### src/rtl/alu_op_sequencer.sv
`timescale 1ns/1ps
// alu_op_sequencer: register-file front end that issues one instruction at a time to an external ALU and writes back its result.
// Latency: accept on edge N -> operands on alu_a/alu_b after N, ALU sampled at N+2, out_valid high after N+2 (first seen at edge N+3).
// Backpressure: single instruction in flight; in_ready only in IDLE, RESP holds until out_ready. Macro ALU_SEQ_FLAGS_EN adds flag capture.
module alu_op_sequencer #(
  parameter int REG_AW = 3
) (
  input  logic              clk,
  input  logic              rst_n,
  // instruction handshake
  input  logic              in_valid,
  output logic              in_ready,
  input  logic [2:0]        in_op,
  input  logic [REG_AW-1:0] in_rd,
  input  logic [REG_AW-1:0] in_rs1,
  input  logic [REG_AW-1:0] in_rs2,
  // register preload
  input  logic              ld_en,
  input  logic [REG_AW-1:0] ld_addr,
  input  logic [15:0]       ld_data,
  // ALU drive
  output logic [15:0]       alu_a,
  output logic [15:0]       alu_b,
  output logic [2:0]        alu_op,
  // ALU return: bit0 add/sub unit, bit1 bitwise unit, bit2 shift unit
  input  logic [15:0]       alu_c,
  input  logic [2:0]        alu_cout,
  input  logic [2:0]        alu_overflow,
  input  logic [2:0]        alu_negative,
  input  logic [2:0]        alu_zero,
  // response
  output logic              out_valid,
  input  logic              out_ready,
  output logic [15:0]       out_result,
  output logic [3:0]        out_flags,
  output logic              busy
);

  localparam int NREG = 1 << REG_AW;

  typedef enum logic [1:0] {
    S_IDLE  = 2'd0,
    S_ISSUE = 2'd1,
    S_EXEC  = 2'd2,
    S_RESP  = 2'd3
  } state_e;

  state_e state_q, state_d;

  // FSM-decoded controls
  logic accept;
  logic cap_en;

  // register file and its single write port
  logic [15:0]       rf_q [NREG];
  logic              rf_we;
  logic [REG_AW-1:0] rf_waddr;
  logic [15:0]       rf_wdata;

  // operand fetch values (entry 0 is forced to zero on read as well as never written)
  logic [15:0] rd_a, rd_b;

  // issued instruction
  logic [15:0]       alu_a_q, alu_b_q;
  logic [2:0]        alu_op_q;
  logic [REG_AW-1:0] rd_q;
  logic [15:0]       result_q;

  // FSM state register
  always_ff @(posedge clk or negedge rst_n) begin
    if (!rst_n) begin
      state_q <= S_IDLE;
    end else begin
      state_q <= state_d;
    end
  end

  // FSM next-state: ISSUE and EXEC last one cycle each, RESP waits for out_ready
  always_comb begin
    state_d = state_q;
    case (state_q)
      S_IDLE:  if (in_valid) state_d = S_ISSUE;
      S_ISSUE: state_d = S_EXEC;
      S_EXEC:  state_d = S_RESP;
      S_RESP:  if (out_ready) state_d = S_IDLE;
      default: state_d = S_IDLE;
    endcase
  end

  // FSM outputs: handshake, status and the EXEC capture strobe
  always_comb begin
    in_ready  = 1'b0;
    out_valid = 1'b0;
    busy      = 1'b1;
    cap_en    = 1'b0;
    case (state_q)
      S_IDLE: begin
        in_ready = 1'b1;
        busy     = 1'b0;
      end
      S_EXEC:  cap_en    = 1'b1;
      S_RESP:  out_valid = 1'b1;
      default: ;
    endcase
  end

  assign accept = in_valid & in_ready;

  // Operand read: address 0 is the hardwired zero register
  always_comb begin
    rd_a = (in_rs1 == '0) ? 16'h0000 : rf_q[in_rs1];
    rd_b = (in_rs2 == '0) ? 16'h0000 : rf_q[in_rs2];
  end

  // RF write arbitration: writeback in EXEC, preload only in IDLE; writes to entry 0 are dropped
  always_comb begin
    rf_we    = 1'b0;
    rf_waddr = '0;
    rf_wdata = 16'h0000;
    if (cap_en) begin
      rf_we    = (rd_q != '0);
      rf_waddr = rd_q;
      rf_wdata = alu_c;
    end else if (in_ready && ld_en) begin
      rf_we    = (ld_addr != '0);
      rf_waddr = ld_addr;
      rf_wdata = ld_data;
    end
  end

  // Register file storage; operands are fetched from the pre-write contents on the same edge
  always_ff @(posedge clk or negedge rst_n) begin
    if (!rst_n) begin
      for (int i = 0; i < NREG; i++) begin
        rf_q[i] <= 16'h0000;
      end
    end else if (rf_we) begin
      rf_q[rf_waddr] <= rf_wdata;
    end
  end

  // Issue registers: loaded only on accept so the ALU inputs stay put until the next instruction
  always_ff @(posedge clk or negedge rst_n) begin
    if (!rst_n) begin
      alu_a_q  <= 16'h0000;
      alu_b_q  <= 16'h0000;
      alu_op_q <= 3'd0;
      rd_q     <= '0;
    end else if (accept) begin
      alu_a_q  <= rd_a;
      alu_b_q  <= rd_b;
      alu_op_q <= in_op;
      rd_q     <= in_rd;
    end
  end

  assign alu_a  = alu_a_q;
  assign alu_b  = alu_b_q;
  assign alu_op = alu_op_q;

  // Result capture at the end of EXEC; held through RESP regardless of out_ready
  always_ff @(posedge clk or negedge rst_n) begin
    if (!rst_n) begin
      result_q <= 16'h0000;
    end else if (cap_en) begin
      result_q <= alu_c;
    end
  end

  assign out_result = result_q;

`ifdef ALU_SEQ_FLAGS_EN
  logic [3:0] flags_q;
  logic [3:0] flags_d;

  // Flag slice select: add/sub for ops 0-1, bitwise for 2-4, shift for 5-7
  always_comb begin
    flags_d = {alu_zero[0], alu_negative[0], alu_overflow[0], alu_cout[0]};
    if (alu_op_q >= 3'd5) begin
      flags_d = {alu_zero[2], alu_negative[2], alu_overflow[2], alu_cout[2]};
    end else if (alu_op_q >= 3'd2) begin
      flags_d = {alu_zero[1], alu_negative[1], alu_overflow[1], alu_cout[1]};
    end
  end

  // Flag capture alongside the result
  always_ff @(posedge clk or negedge rst_n) begin
    if (!rst_n) begin
      flags_q <= 4'b0000;
    end else if (cap_en) begin
      flags_q <= flags_d;
    end
  end

  assign out_flags = flags_q;
`else
  // Flags are not reported in this build; the ALU flag inputs are intentionally left unused
  logic unused_flags;
  assign unused_flags = ^{alu_cout, alu_overflow, alu_negative, alu_zero};
  assign out_flags    = 4'b0000;
`endif

endmodule
### config.mk
export PLATFORM = sky130hd
export DESIGN_NAME = alu_op_sequencer
export DESIGN_NICKNAME = d
export VERILOG_FILES = /design/src/rtl/alu_op_sequencer.sv
export SDC_FILE = /design/constraint.sdc
export NUM_CORES = 1
export LEC_CHECK = 0
export ABC_AREA = 1
export BUFFER_PORTS_ARGS = -buffer_cell sky130_fd_sc_hd__buf_2
export CAP_MARGIN = 0
export CORE_MARGIN = 1
export CORE_UTILIZATION = 45
export CTS_CLUSTER_SIZE = 8
export DETAILED_ROUTE_END_ITERATION = 10
export GPL_ROUTABILITY_DRIVEN = 0
export PLACE_DENSITY = 0.68
export SYNTH_ARGS = -nofsm -noshare
export SYNTH_HDL_FRONTEND = slang
export SYNTH_SLANG_ARGS = --single-unit
### constraint.sdc
create_clock -name clk -period 3.4 [get_ports clk]
set_input_delay 0.34 -clock clk [delete_from_list [all_inputs] [get_ports clk]]
set_output_delay 0.34 -clock clk [all_outputs]
set_load 0.005 [all_outputs]
## Word-level counts from Yosys, hierarchy flattened

Index checks and enable logic that the tools add are counted.

- $lt $le $gt $ge: 4
- Eq/ne operators: 5
- Muxes and demuxes: 24
- Bitwise gates (word level): 4
- Reductions and logical operators: 8

Operators with widths:

| kind | number |
|---|---|
| 16-bit 2-to-1 mux | 9 |
| 128-bit bitwise mux | 1 |
| 16-bit binary-select mux with 3-bit select | 2 |
| 16-bit demux with 3-bit select | 1 |
| 4-bit >= comparator, second input constant | 3 |
| 3-bit inverter with 4-bit output | 3 |
| 2-bit case mux with 4 select lines | 1 |
| 3-bit logical NOT | 2 |
| 1-bit 2-to-1 mux | 6 |
| 3-bit 2-to-1 mux | 2 |
| 3-bit nonzero test | 2 |
| 2-bit equality test, second input constant | 2 |
| 4-bit by 1-bit < comparator with 1-bit output, second input constant | 1 |
| 2-bit 2-to-1 mux | 2 |
| 2-bit inequality test, second input constant | 2 |
| 2-bit by 1-bit equality test with 1-bit output, second input constant | 1 |
| 1-bit logical AND | 2 |
| 2-bit logical NOT | 1 |
| 2-bit AND reduction | 1 |
| 1-bit bitwise AND | 1 |

- Flip-flop bits (word level): 184
- Output and inout port bits: 58

## Logic depth before layout (Yosys ltp)

Gate-level depths: netlist of the first run.

- Depth in word-level cells: 11
- Mapped depth: 12
- Gate-level depth less buffers: 10

## Worst setup path after synthesis of the first run

Ideal clock, no wire load.

- Path kind: register to register
- Start: register state_q[0]
- End: register rf_q[22] (netlist name)
- Setup time: 118 ps
- Arrival: 1658 ps
- Setup slack: 1624 ps
- Stages on the path, launching flop included: 12
- Buffers on the path: 2
- Cells stage by stage: dfrtp_1 inv_1 ha_1 nand2_2 inv_2 nand2_1 nand2_1 buf_4 nand3_2 buf_2 nand2_1 nand2_1

- Longest elaborated chain between the ends: 11
- Elaborated cells between the ends (all ways): 18

RTL lines:

| item | RTL line | source |
|---|---|---|
| start: declaration | 48 | `state_e state_q, state_d;` |
| start signal: assignment | 74 | `state_q <= state_d;` |
| 2-bit logical NOT * | 96 | `case (state_q)` |
| 1-bit 2-to-1 mux * | 96 |  |
| named net in_ready | 12 | `output logic in_ready,` |
| 1-bit logical AND * | 124 | `end else if (in_ready && ld_en) begin` |
| 3-bit 2-to-1 mux | 124 |  |
| 3-bit 2-to-1 mux | 120 | `if (cap_en) begin` |
| 3-bit inverter with 4-bit output (implied by the code) | 138 | `rf_q[rf_waddr] <= rf_wdata;` |
| 4-bit >= comparator (implied by the code) or 4-bit by 1-bit < comparator with 1-bit output (tied branches) | 138 |  |
| 1-bit logical AND (implied by the code) | 138 |  |
| 16-bit 2-to-1 mux (implied by the code) | 138 |  |
| 16-bit demux with 3-bit select | 138 |  |
| 128-bit bitwise mux | 138 |  |
| end signal: indexed assignment | 138 |  |
| end: declaration | 55 | `logic [15:0] rf_q [NREG];` |

The timed path passes the listed nets; every way through them passes the cells marked *.
A chain may end at the register's enable or synchronous reset.

## Worst setup path in the final report of the first run

- Start: register state_q[0]
- End: register rf_q[6] (netlist name)

- Longest elaborated chain between the ends: 11
- Elaborated cells between the ends (all ways): 18

RTL lines:

| item | RTL line |
|---|---|
| 2-bit logical NOT | 96 |
| 1-bit 2-to-1 mux | 96 |
| 1-bit logical AND | 124 |
| 3-bit 2-to-1 mux | 124 |
| 3-bit 2-to-1 mux | 120 |
| 3-bit inverter with 4-bit output (implied by the code) | 138 |
| 4-bit >= comparator (implied by the code) or 4-bit by 1-bit < comparator with 1-bit output (tied branches) | 138 |
| 1-bit logical AND (implied by the code) | 138 |
| 16-bit 2-to-1 mux (implied by the code) | 138 |
| 16-bit demux with 3-bit select | 138 |
| 128-bit bitwise mux | 138 |

Several ways; a longest one is shown, not always the timed one.

==> impl_metrics.env, run 1 <==
export IMPL_crit_chain="inv_1, ha_1, nand2_2, inv_2, nand2_1, nand2_2, nand2_8, nor2_2, buf_4, nand3_1, nand2_1"
export IMPL_yosys_register_bits=168
export IMPL_setup_tns_ns=0
export IMPL_dr_pass1_iters=6
export IMPL_io_pins=122
export IMPL_clk_latency_ns=0.43
export IMPL_wl_met3_um=2865
export IMPL_fp_dieH_um=144.6
export IMPL_fin_nets=1427
export IMPL_num_vias=9040
export IMPL_worstPathRequired_ns=3.76
export IMPL_power_density_mw_per_mm2=876.2
export IMPL_numCtsBuffers=17
export IMPL_cts_root_buf="clkbuf_16"
export IMPL_ys_warn_count=0
export IMPL_core_area_mm2=0.01972
export IMPL_drt_iter0_drc=1109
export IMPL_final_core_util_pct=52.77
export IMPL_worstHoldPathType="input port to flop"
export IMPL_track_usage_pct=30.13
export IMPL_die_w_um=144.6
export IMPL_synth_edf_count=0
export IMPL_grt_max_degree=83
export IMPL_routedWlPerCell_um=18.25
export IMPL_peakVddDrop_uv=583.5
export IMPL_crit_start="state_q[0]$_DFFE_PN0P_"
export IMPL_final_cell_mix="616 x nand2_1, 168 x dfrtp_1, 147 x nand3_1"
export IMPL_finalHoldViolations=0
export IMPL_crit_buf_inv=3
export IMPL_relSlewSlack_pct=29.60
export IMPL_ys_async_sr_fraction_pct=100.0
export IMPL_worstReg2RegStart="state_q[0]$_DFFE_PN0P_"
export IMPL_post_cts_buffers=0
export IMPL_path_clk_slew_ns=0.06
export IMPL_antenna_found_initial=0
export IMPL_min_from="in_op[0]"
export IMPL_num_antenna_cells=0
export IMPL_syn_area_per_cell_um2=7.083
export IMPL_max_stage_delay_ns=0.63
export IMPL_grt_remaining_overflow=0
export IMPL_routed_wl_um=29870
export IMPL_worstSetupPathType="flop to flop"
export IMPL_fin_crit_sh_pct=81.52
export IMPL_status="finished clean"
export IMPL_cts_resized=0
export IMPL_cp_max_fo=21
export IMPL_cts_tree="yes"
export IMPL_ant_nets=0
export IMPL_crit_arrival_ns=3.14
export IMPL_grt_pass1_vias=8518
export IMPL_end_kind="flop"
export IMPL_drc=0
export IMPL_syn_instance_count=1292
export IMPL_leakage_uw=0.005534
export IMPL_initial_core_util_pct=46.41
export IMPL_grt_pass1_wl_um=46740
export IMPL_final_common_cell="nand2_1"
export IMPL_port_buffer_count=105
export IMPL_htreeDepth=4
export IMPL_wl_met1_um=12790
export IMPL_dp_hpwl_um=18110
export IMPL_multi_input_area_mm2=0.004250
export IMPL_fillers=1906
export IMPL_crit_family="simple AND/OR/NAND/NOR gates"
export IMPL_fp_row_count=51
export IMPL_drive_gt1_share_pct=12.97
export IMPL_slowest_stage="nor2_2"
export IMPL_cts_hold_buf=1
export IMPL_clock_sinks=168
export IMPL_yosysSeqAreaShare_pct=45.94
export IMPL_dr_max_layer_used="met4"
export IMPL_drv_slew=0
export IMPL_via_per_inst=5.522
export IMPL_min_period_ns=2.772
export IMPL_setup_viol=0
export IMPL_synth_flop_cell="dfrtp_1"
export IMPL_die_area_mm2=0.02091
export IMPL_seq_area_mm2=0.004204
export IMPL_synthToLayoutAreaGrowth_pct=13.70
export IMPL_synth_cell_types=31
export IMPL_wl_met2_um=13260
export IMPL_cts_buffer_depth=2
export IMPL_reg2reg_slack_ns=0.63
export IMPL_worst_setup_path_start_kind="flop"
export IMPL_fin_skew_ns=0.006481
export IMPL_cap_violations=0
export IMPL_rsz0062_at_grt="no"
export IMPL_worst_slew_pin_slew_ns=1.055
export IMPL_fmax_mhz=360.8
export IMPL_synth_cell_area_mm2=0.009151
-- Yosys cell counts, types with 8 or more instances --
cell / count / share of area (%)
nor3_1: 9 / 0.49
nand2_1: 616 / 25
clkbuf_1: 22 / 0.90
buf_4: 8 / 0.66
a21oi_1: 28 / 1.5
inv_1: 62 / 2.5
buf_1: 10 / 0.41
nand3_1: 147 / 8.0
buf_2: 39 / 2.1
nor2_1: 59 / 2.4
nand4_1: 61 / 4.2
o21ai_1: 16 / 0.88
dfrtp_1: 168 / 46
-- cell families (layout without fill, tap and decap cells) --
logic type,count (synthesis),count (layout),synth area share (%)
flip-flops,168,168,45.94
AO/OA/AOI/OAI,54,54,3.322
adder cells (fa/ha/maj),4,4,0.5469
buffers and inverters,155,232,7.739
other,1,4,0.04098
AND/OR/NAND/NOR,910,910,42.41
-- metrics by stage --
| step | hold WS (ns) | instance area (um^2) | worst slack [ns] | std cells | total power (uW) |
|---|---|---|---|---|---|
| 3_5_place_dp | 0.3722 | 9788 | 0.6765 | 1604 | 7037 |
| 2_1_floorplan | 0.04441 | 9163 | 1.624 | 1295 | 5825 |
| 3_3_place_gp | 0.3687 | 9788 | 0.7515 | 1604 | 6940 |
| 4_1_cts | 0.09504 | 10410 | 0.6558 | 1637 | 9085 |
| 6_report | 0.1060 | 10410 | 0.6282 | 1637 | 9116 |
| 5_1_grt | 0.1068 | 10410 | 0.3754 | 1637 | 9751 |
-- worst paths after layout --
kind,depth (start not counted),endpoint
min,3,alu_op[0]$_DFFE_PN0P_
min reg2reg,2,out_result[14]$_DFFE_PN0P_
max,11,rf_q[6]$_DFFE_PN0P_
min in group asynchronous,2,rf_q[101]$_DFFE_PN0P_
max in group asynchronous,3,rf_q[4]$_DFFE_PN0P_
max reg2reg,11,rf_q[6]$_DFFE_PN0P_
-- cell type report --
type	count	area share [%]
Clock buffer	24	4.437
Tap cell	265	3.187
Timing Repair Buffer	130	7.179
Sequential cell	168	40.40
Inverter	70	2.549
Multi-Input combinational cell	972	40.85
Clock inverter	8	1.395
-- tightest hold or removal path, stage by stage --
cell     delay [ns]
buf_2          0.07
nand2_1        0.04
nand2_1        0.04
-- sequential cells by signal, summed over array words and instances (netlist names) --
signal and flops:
alu_a 16, alu_b 16, alu_op 3, out_result 16, rd_q 3, rf_q 112, state_q 2
-- power breakdown --
part	leakage [uW]	switching (uW)	internal (uW)	total, uW
Sequential	0.00219	581	2850	3430
Clock	0.000288	788	1250	2040
Combinational	0.00306	2510	1140	3650
-- per-layer routing --
layer / GRT usage [%] / vias to the layer above
met1: 41.22 / 4245
li1: - / 4247
met5: 0 / -
met4: 11.91 / 0
met3: 5.861 / 75
met2: 46.86 / 473
Power figures use the tool's default switching activity.
==> run 2, diff against run 1 <==
clock period = 2.75 ns   (was 3.4 ns; I/O delays follow)
==> run 2 against run 1 <==
Against the previous run: count of clock-buffer cells in the layout is 5 lower; highest routed layer unchanged; global-route usage down 0.28 points; die area unchanged.
==> impl_metrics.env, run 2 (same netlist as run 1, synthesis figures left out) <==
export IMPL_antenna_found_initial=0
export IMPL_finalHoldViolations=0
export IMPL_top_register="rf_q"
export IMPL_fillers=1956
export IMPL_htreeDepth=4
export IMPL_swShare_pct=43.44
export IMPL_dp_hpwl_um=18780
export IMPL_cap_violations=0
export IMPL_drv_slew=0
export IMPL_rsz0062_at_grt="no"
export IMPL_via_per_inst=5.534
export IMPL_worst_setup_path_start_kind="flop"
export IMPL_cts_tree="yes"
export IMPL_port_buffer_count=105
export IMPL_worst_slew_pin_slew_ns=1.027
export IMPL_cts_root_buf="clkbuf_16"
export IMPL_worstHoldPathType="input port to flop"
export IMPL_final_cell_mix="616 x nand2_1, 168 x dfrtp_1, 147 x nand3_1"
export IMPL_setup_viol=0
export IMPL_worstPathRequired_ns=3.09
export IMPL_die_w_um=144.6
export IMPL_cp_max_fo=16
export IMPL_fp_dieH_um=144.6
export IMPL_fp_row_count=51
export IMPL_crit_arrival_ns=2.88
export IMPL_worstSetupPathType="flop to flop"
export IMPL_end_kind="flop"
export IMPL_die_area_mm2=0.02091
export IMPL_drc=0
export IMPL_p_int_uw=6281
export IMPL_clk_latency_ns=0.44
export IMPL_fmax_mhz=393.2
export IMPL_final_core_util_pct=53.21
export IMPL_min_period_ns=2.543
export IMPL_grt_remaining_overflow=0
export IMPL_fin_ws_ns=0.2070
export IMPL_min_from="in_rd[0]"
export IMPL_setup_tns_ns=0
export IMPL_p_seq_share_pct=38.2
export IMPL_io_pins=122
export IMPL_p_clk_share_pct=20.4
export IMPL_numCtsBuffers=17
export IMPL_core_area_mm2=0.01972
export IMPL_place_ws_ns=0.2299
export IMPL_grt_pass1_vias=8418
export IMPL_post_cts_buffers=0
export IMPL_num_antenna_cells=0
export IMPL_multi_input_area_mm2=0.004250
export IMPL_initial_core_util_pct=46.41
export IMPL_dr_pass1_iters=5
export IMPL_peakVddDrop_uv=666.8
export IMPL_largest_reg_flops=112
export IMPL_path_clk_slew_ns=0.07
export IMPL_comb_power_share_pct=41.4
export IMPL_routed_wl_um=29400
export IMPL_worstReg2RegStart="state_q[0]$_DFFE_PN0P_"
export IMPL_ant_nets=0
export IMPL_power_density_mw_per_mm2=1058
export IMPL_synthToLayoutAreaGrowth_pct=14.66
export IMPL_power_switching_uw=4824
export IMPL_cts_buffer_depth=2
export IMPL_drt_iter0_drc=966
export IMPL_crit_start="state_q[0]$_DFFE_PN0P_"
export IMPL_relSlewSlack_pct=31.44
export IMPL_num_vias=9158
export IMPL_seq_area_mm2=0.004204
export IMPL_leakage_uw=0.005590
export IMPL_grt_max_degree=69
export IMPL_fin_nets=1446
export IMPL_fin_crit_sh_pct=92.47
export IMPL_track_usage_pct=29.85
export IMPL_routedWlPerCell_um=17.77
export IMPL_final_common_cell="nand2_1"
export IMPL_status="finished clean"
export IMPL_fin_skew_ns=0.005692
export IMPL_drive_gt1_share_pct=14.39
export IMPL_clock_sinks=168
export IMPL_grt_pass1_wl_um=46590
run 2: layout make-up:
cell class,instances,area share (%)
tap,265,3.160
clock buffer,19,4.126
clock inverter,12,1.014
inverter,70,2.528
sequential,168,40.07
timing repair buffer,149,8.598
multi-input combinational,972,40.51
run 2: timing repair:
action / CTS / global route
hold buffers: 1 / 0
gates resized for setup: 0 / 0
endpoints found under the hold margin: 51 / 0
run 2: through the flow:
step / total power (uW) / cell area, um^2 / instances / hold WS [ns]
3_5_place_dp: 8795 / 9943 / 1623 / 0.2692
2_1_floorplan: 7202 / 9163 / 1295 / -0.02059
5_1_grt: 11920 / 10490 / 1655 / 0.03249
4_1_cts: 11070 / 10490 / 1655 / 0.01840
3_3_place_gp: 8679 / 9943 / 1623 / 0.2705
6_report: 11110 / 10490 / 1655 / 0.01928
run 2: per-layer routing:
| layer | track usage [%] | up-vias | wire length [um] |
|---|---|---|---|
| li1 | - | 4283 | - |
| met1 | 41.88 | 4264 | 12600 |
| met2 | 44.71 | 544 | 12860 |
| met3 | 5.464 | 67 | 3028 |
| met4 | 13.30 | 0 | 912 |
| met5 | 0 | - | 0 |
run 2: path summary, 6_finish.rpt:
path / endpoint / slack (ns) / depth (start not counted)
worst max-delay path: rf_q[59]$_DFFE_PN0P_ / 0.21 / 9
worst min-delay path: rd_q[0]$_DFFE_PN0P_ / 0.02 / 3
worst max register to register: rf_q[59]$_DFFE_PN0P_ / 0.21 / 9
worst min register to register: out_result[12]$_DFFE_PN0P_ / 0.47 / 2
max in group asynchronous: alu_b[6]$_DFFE_PN0P_ / 1.64 / 3
min in group asynchronous: rf_q[62]$_DFFE_PN0P_ / 0.35 / 2
run 2: worst max-delay path: stages (launching register included):
cell and delay [ns]:
dfrtp_1 0.38, inv_1 0.12, ha_1 0.38, nor2_1 0.09, nand2_1 0.06, nand2_1 0.27, inv_2 0.35, nand3_2 0.51
nand2_1 0.20, nand2_1 0.07
run 2: power by group through the flow:
stage | clock network [uW] | logic, uW | registers, uW
3_3_place_gp | 0 | 4450 | 4230
3_5_place_dp | 0 | 4540 | 4250
4_1_cts | 2280 | 4560 | 4230
2_1_floorplan | 0 | 3080 | 4120
5_1_grt | 2370 | 5170 | 4380
6_report | 2270 | 4590 | 4250
